==> src/rtl/mul_d_pipe.sv <==
// mul_d_pipe: two-stage pipelined W x W unsigned multiplier feeding the
// Dilithium Barrett reduction stage (red_D). Produces the raw 2*W-bit product
// with a sideband tag, valid/ready on both sides and full backpressure at one
// product per clock.
// Optional feature: define MUL_D_RANGE_CHECK_EN to add err_o, a flag raised
// for any operand pair where a >= Q or b >= Q (the product is still exact).

module mul_d_pipe #(
   parameter int unsigned Q     = 8380417,
   parameter int unsigned W     = 23,
   parameter int unsigned TAG_W = 8
) (
   input  logic             clk_i,
   input  logic             rst_i,
   input  logic [W-1:0]     a_i,
   input  logic [W-1:0]     b_i,
   input  logic [TAG_W-1:0] tag_i,
   input  logic             valid_i,
   output logic             ready_o,
   output logic [2*W-1:0]   product_o,
   output logic [TAG_W-1:0] tag_o,
   output logic             valid_o,
   input  logic             ready_i
`ifdef MUL_D_RANGE_CHECK_EN
   ,
   output logic             err_o
`endif
);

   // b is split at bit 12 so each stage-1 multiplier stays narrow.
   localparam int unsigned LO_W = 12;
   localparam int unsigned HI_W = W - LO_W;
   localparam int unsigned PL_W = W + LO_W;   // a * b_lo
   localparam int unsigned PH_W = W + HI_W;   // a * b_hi
   localparam int unsigned P_W  = 2 * W;

   logic             s1_v;
   logic [PL_W-1:0]  s1_plo;
   logic [PH_W-1:0]  s1_phi;
   logic [TAG_W-1:0] s1_tag;

   logic             s2_v;
   logic             adv1;
   logic             adv2;

   logic [PL_W-1:0]  plo;
   logic [PH_W-1:0]  phi;
   logic [P_W-1:0]   sum;

`ifdef MUL_D_RANGE_CHECK_EN
   logic             in_err;
   logic             s1_err;
`endif

   // A stage may load when it is empty or when the stage after it moves on.
   // ready_o therefore depends combinationally on ready_i.
   assign adv2    = !s2_v || ready_i;
   assign adv1    = !s1_v || adv2;
   assign ready_o = adv1;
   assign valid_o = s2_v;

   // Stage-1 partial products from the live operands.
   assign plo = PL_W'(a_i) * PL_W'(b_i[LO_W-1:0]);
   assign phi = PH_W'(a_i) * PH_W'(b_i[W-1:LO_W]);

   // Stage-2 recombination; the sum of two W-bit operands' product fits in 2*W bits.
   assign sum = (P_W'(s1_phi) << LO_W) + P_W'(s1_plo);

`ifdef MUL_D_RANGE_CHECK_EN
   // Out-of-range flag computed at the input and carried with the item.
   assign in_err = (32'(a_i) >= Q) || (32'(b_i) >= Q);
`endif

   // Stage 1: capture partial products, tag and valid whenever stage 1 may advance.
   always_ff @(posedge clk_i or posedge rst_i) begin
      if (rst_i) begin
         // NOTE: datapath registers are reset as well because downstream sees
         // product_o/tag_o/err_o and they have defined reset values.
         s1_v   <= 1'b0;
         s1_plo <= '0;
         s1_phi <= '0;
         s1_tag <= '0;
`ifdef MUL_D_RANGE_CHECK_EN
         s1_err <= 1'b0;
`endif
      end else if (adv1) begin
         // NOTE: non-blocking assignments so each stage samples its
         // predecessor's value from before the edge, not the updated one.
         s1_v   <= valid_i && ready_o;
         s1_plo <= plo;
         s1_phi <= phi;
         s1_tag <= tag_i;
`ifdef MUL_D_RANGE_CHECK_EN
         s1_err <= in_err;
`endif
      end
   end

   // Stage 2: form the full product; outputs hold while the consumer stalls.
   always_ff @(posedge clk_i or posedge rst_i) begin
      if (rst_i) begin
         s2_v      <= 1'b0;
         product_o <= '0;
         tag_o     <= '0;
`ifdef MUL_D_RANGE_CHECK_EN
         err_o     <= 1'b0;
`endif
      end else if (adv2) begin
         s2_v      <= s1_v;
         product_o <= sum;
         tag_o     <= s1_tag;
`ifdef MUL_D_RANGE_CHECK_EN
         err_o     <= s1_err;
`endif
      end
   end

endmodule

==> config.mk <==
export PLATFORM = sky130hd
export DESIGN_NAME = mul_d_pipe
export DESIGN_NICKNAME = d
export VERILOG_FILES = /design/src/rtl/mul_d_pipe.sv
export SDC_FILE = /design/constraint.sdc
export NUM_CORES = 2
export LEC_CHECK = 0
export BUFFER_PORTS_ARGS = -buffer_cell sky130_fd_sc_hd__buf_2
export CORE_ASPECT_RATIO = 1.1
export CORE_MARGIN = 4
export CORE_UTILIZATION = 50
export CTS_CLUSTER_DIAMETER = 120
export DETAILED_ROUTE_END_ITERATION = 10
export GPL_TIMING_DRIVEN = 0
export PLACE_DENSITY = 0.67
export SKIP_CTS_REPAIR_TIMING = 1
export SYNTH_ARGS = -nofsm -noshare
export SYNTH_HDL_FRONTEND = slang
export SYNTH_SLANG_ARGS = --single-unit
==> constraint.sdc <==
create_clock -name clk_i -period 5.6 [get_ports clk_i]
set_clock_uncertainty 0.15 [all_clocks]
set_input_delay 1.12 -clock clk_i [delete_from_list [all_inputs] [get_ports clk_i]]
set_output_delay 1.12 -clock clk_i [all_outputs]
set_load 0.05 [all_outputs]
==> impl_results.md <==
* Slowest stage cell, crit path: fa_1
* Tcrit/Tclk final at 109%
* Num CTS Buffers at 17
* Starting Density at 50.7%
* Hold Crit Class: register to register
* Initial DRC Count at 1486
* Worst reg-to-reg path cell count at 11
* Minimum clock period at 6.09 ns
* Syn Area/Cell at 8.65 um^2
* Hold Path End: valid_o$_DFFE_PP0P_
* Failing checks: negative setup slack
* Crit-path max FO at 5
* Mapped cell area at 0.0226 mm^2
* Yosys top cell by area: fa_1
* Slew margin rel. at 53.0%
* Fmax at 0.164 GHz
* Gpl congestion at 0.933
* Syn-to-layout area delta at 26.6%
* DR pass1 iterations at 6
* Final wirelength at 71.4 mm
* Final Worst Setup Slack at -0.493 ns
* Largest net degree at the start of global routing at 78
* Final-report hold violation count at 0
* DRC viols at 0
* Final Setup Violations at 33
* Post-DP HPWL at 55.8 mm
* Clock Latency Late Sink at 0.43 ns
* Fin util at 64.2%
* Area of the die at 0.0487 mm^2
* Gr usage total at 28.4%
* Antenna violations before repair at 0
* Asr flop ratio synth at 100%
* Ant. Diodes at 0
* Syn_nets at 3239
* Top-area cell type share of the netlist area at 35.3%
* Worst r2r src: s1_plo[12]$_DFFE_PP0N_
* Buffers on Ports at 113
* Die Y at 231 um
* Fin nets at 3537
* Core box area at 0.0446 mm^2
* Final Instance Area at 0.0286 mm^2
* Hold Crit Start: s1_v$_DFFE_PP0N_
* #FFs+latches synth at 133
* Fill cells at 3692
* DR vias at 19.1k
* CP endpoint kind: register
* Root Driver: clkbuf_16
* Cells after Synth at 2614
* R2R setup slack at 2.55 ns
* CP Cell Sequence: buf_12 -> buf_8 -> buf_6 -> and2_4 -> fa_1 -> inv_2 -> fa_2 -> inv_2 -> fa_2 -> fa_1 -> inv_2 -> fa_1 -> inv_2 -> ha_4 -> buf_6 -> a41oi_2 -> o21a_2 -> o22ai_4 -> nor2_4 -> a31oi_4 -> buf_4 -> a31oi_2 -> xnor2_1 -> a21oi_1
* Antenna Violating Nets Remaining at 0
* Post-DR wirelength/cell at 20.4 um
* Vias in the first global route at 19.3k
* First-pass GRT wire length at 108 mm
* Clk slew on worst S/H paths at 0.05 ns
* Max Cap Viol at 0
* Synth top area cells: fa_1 35%, dfrtp_1 15%, ha_1 9.3%
* Max Slew Vio Count at 0
* Crit-path max cell delay at 0.56 ns
* Crit path kind: primary input to register
* Ys flop type: dfrtp_1
* Die width at 211 um
* Setup TNS at -7.79 ns
* Post-synth top cells: 546 x nand2_1, 450 x inv_1, 399 x fa_1
* Critical Path RT at 5.74 ns
* RSZ-0062 raised after global routing: true
* Total clock sinks at 133
* H-tree depth at 4
* CTS tree: done
* Cells on Worst Hold Path at 1
* Worst R2R End: product_o[42]$_DFFE_PP0P_
* Hold slack at 0.303 ns
* Top Ports at 114
* Top-count cell post-synth: nand2_1
* Synth cell types at 66
* CTS Buffer Depth at 2
* DP Area at 0.0248 mm^2
* Slew @ Worst Pin at 0.705 ns
* Sequential share of the synthesized area at 14.7%
* CP dominant cell by count: inv_2
* Number of synthesized flops with an enable pin at 0
* Ys Warns at 0
* Vias per cell at 5.45
* Status: finished, violations left
* Worst setup SP type: primary input
* Std cell rows at 81
* Share of post-route cells with drive strength above 1 at 22.3%
* Critical path data arrival time at 6.23 ns
* GR Overflow Total at 0
-- metrics by stage --
stage / setup slack [ns] / cells
global route: -0.587 / 3505
CTS: -0.824 / 3340
global placement: -1.26 / 3308
finish: -0.493 / 3505
detailed placement: -1.27 / 3309
floorplan: -0.232 / 2614
-- flip-flops by register name, indices dropped and copies added, names as in the netlist --
signal     cells
tag_o          8
s1_phi        34
valid_o        1
s1_plo        35
s1_v           1
product_o     46
s1_tag         8
-- area by class of cell --
class | instances | area, um^2 | area share (%)
clock inverters | 9 | 101 | 0.354
inverters | 450 | 1690 | 5.92
clock buffers | 22 | 484 | 1.69
repair buffers | 282 | 2390 | 8.35
flip-flops and latches | 133 | 3330 | 11.6
multi-input cells | 1899 | 18300 | 64.1
well taps | 581 | 727 | 2.54
plain buffers | 129 | 1550 | 5.42
-- logic make-up (layout without fill, tap and decap cells) --
kind of cell / count (synthesis) / after routing / share of synthesized area, %
fa+ha+maj: 567 / 567 / 44.6
buf+inv: 582 / 892 / 9.66
flops: 133 / 133 / 14.7
compound gates: 336 / 336 / 9.56
mux: 5 / 5 / 0.238
simple gates: 914 / 914 / 18.2
xor+xnor: 77 / 77 / 2.98
-- how the worst max path moves through the flow --
stage / from / endpoint / slack, ns / depth (start not counted)
6_report: a_i[4] / s1_plo[31]$_DFFE_PP0N_ / -0.49 / 24
3_3_place_gp: a_i[0] / s1_plo[27]$_DFFE_PP0N_ / -1.26 / 21
3_5_place_dp: a_i[0] / s1_plo[27]$_DFFE_PP0N_ / -1.27 / 21
5_1_grt: b_i[16] / s1_phi[32]$_DFFE_PP0N_ / -0.59 / 20
4_1_cts: a_i[0] / s1_plo[27]$_DFFE_PP0N_ / -0.82 / 21
2_1_floorplan: a_i[5] / s1_phi[26]$_DFFE_PP0N_ / -0.23 / 20
-- per-layer routing --
metal / vias up / global-route usage [%] / wire, um
li1: 8640 / - / -
met1: 9523 / 39.5 / 29700
met2: 801 / 46.4 / 33800
met3: 155 / 3.89 / 4960
met4: 0 / 9.10 / 2920
met5: - / 0 / 0
-- layout by cell type (no fill, tap or decap), drive strengths merged, types with 10 or more instances in the layout --
cell,count
a211oi,10
a21o,31
a21oi,115
a31oi,20
and2,187
and3,15
buf,356
clkbuf,77
dfrtp,133
fa,399
ha,168
inv,450
nand2,546
nand3,21
nor2,93
nor2b,13
nor3,14
o211ai,10
o21a,21
o21ai,68
o31ai,10
xnor2,39
xor2,38
-- worst max-delay path: cells and delay by family --
kind	cells	cell delay (ns)
AOI/OAI and AO/OA	6	0.94
xor gates and xnor gates	1	0.26
adders and majority gates	6	2.87
buffers and inverters	9	0.81
and+or+nand+nor	2	0.20
Power is left out: the tool's default activity adds up to more than one toggle a clock period on the data nets, which glitch-free logic cannot reach.
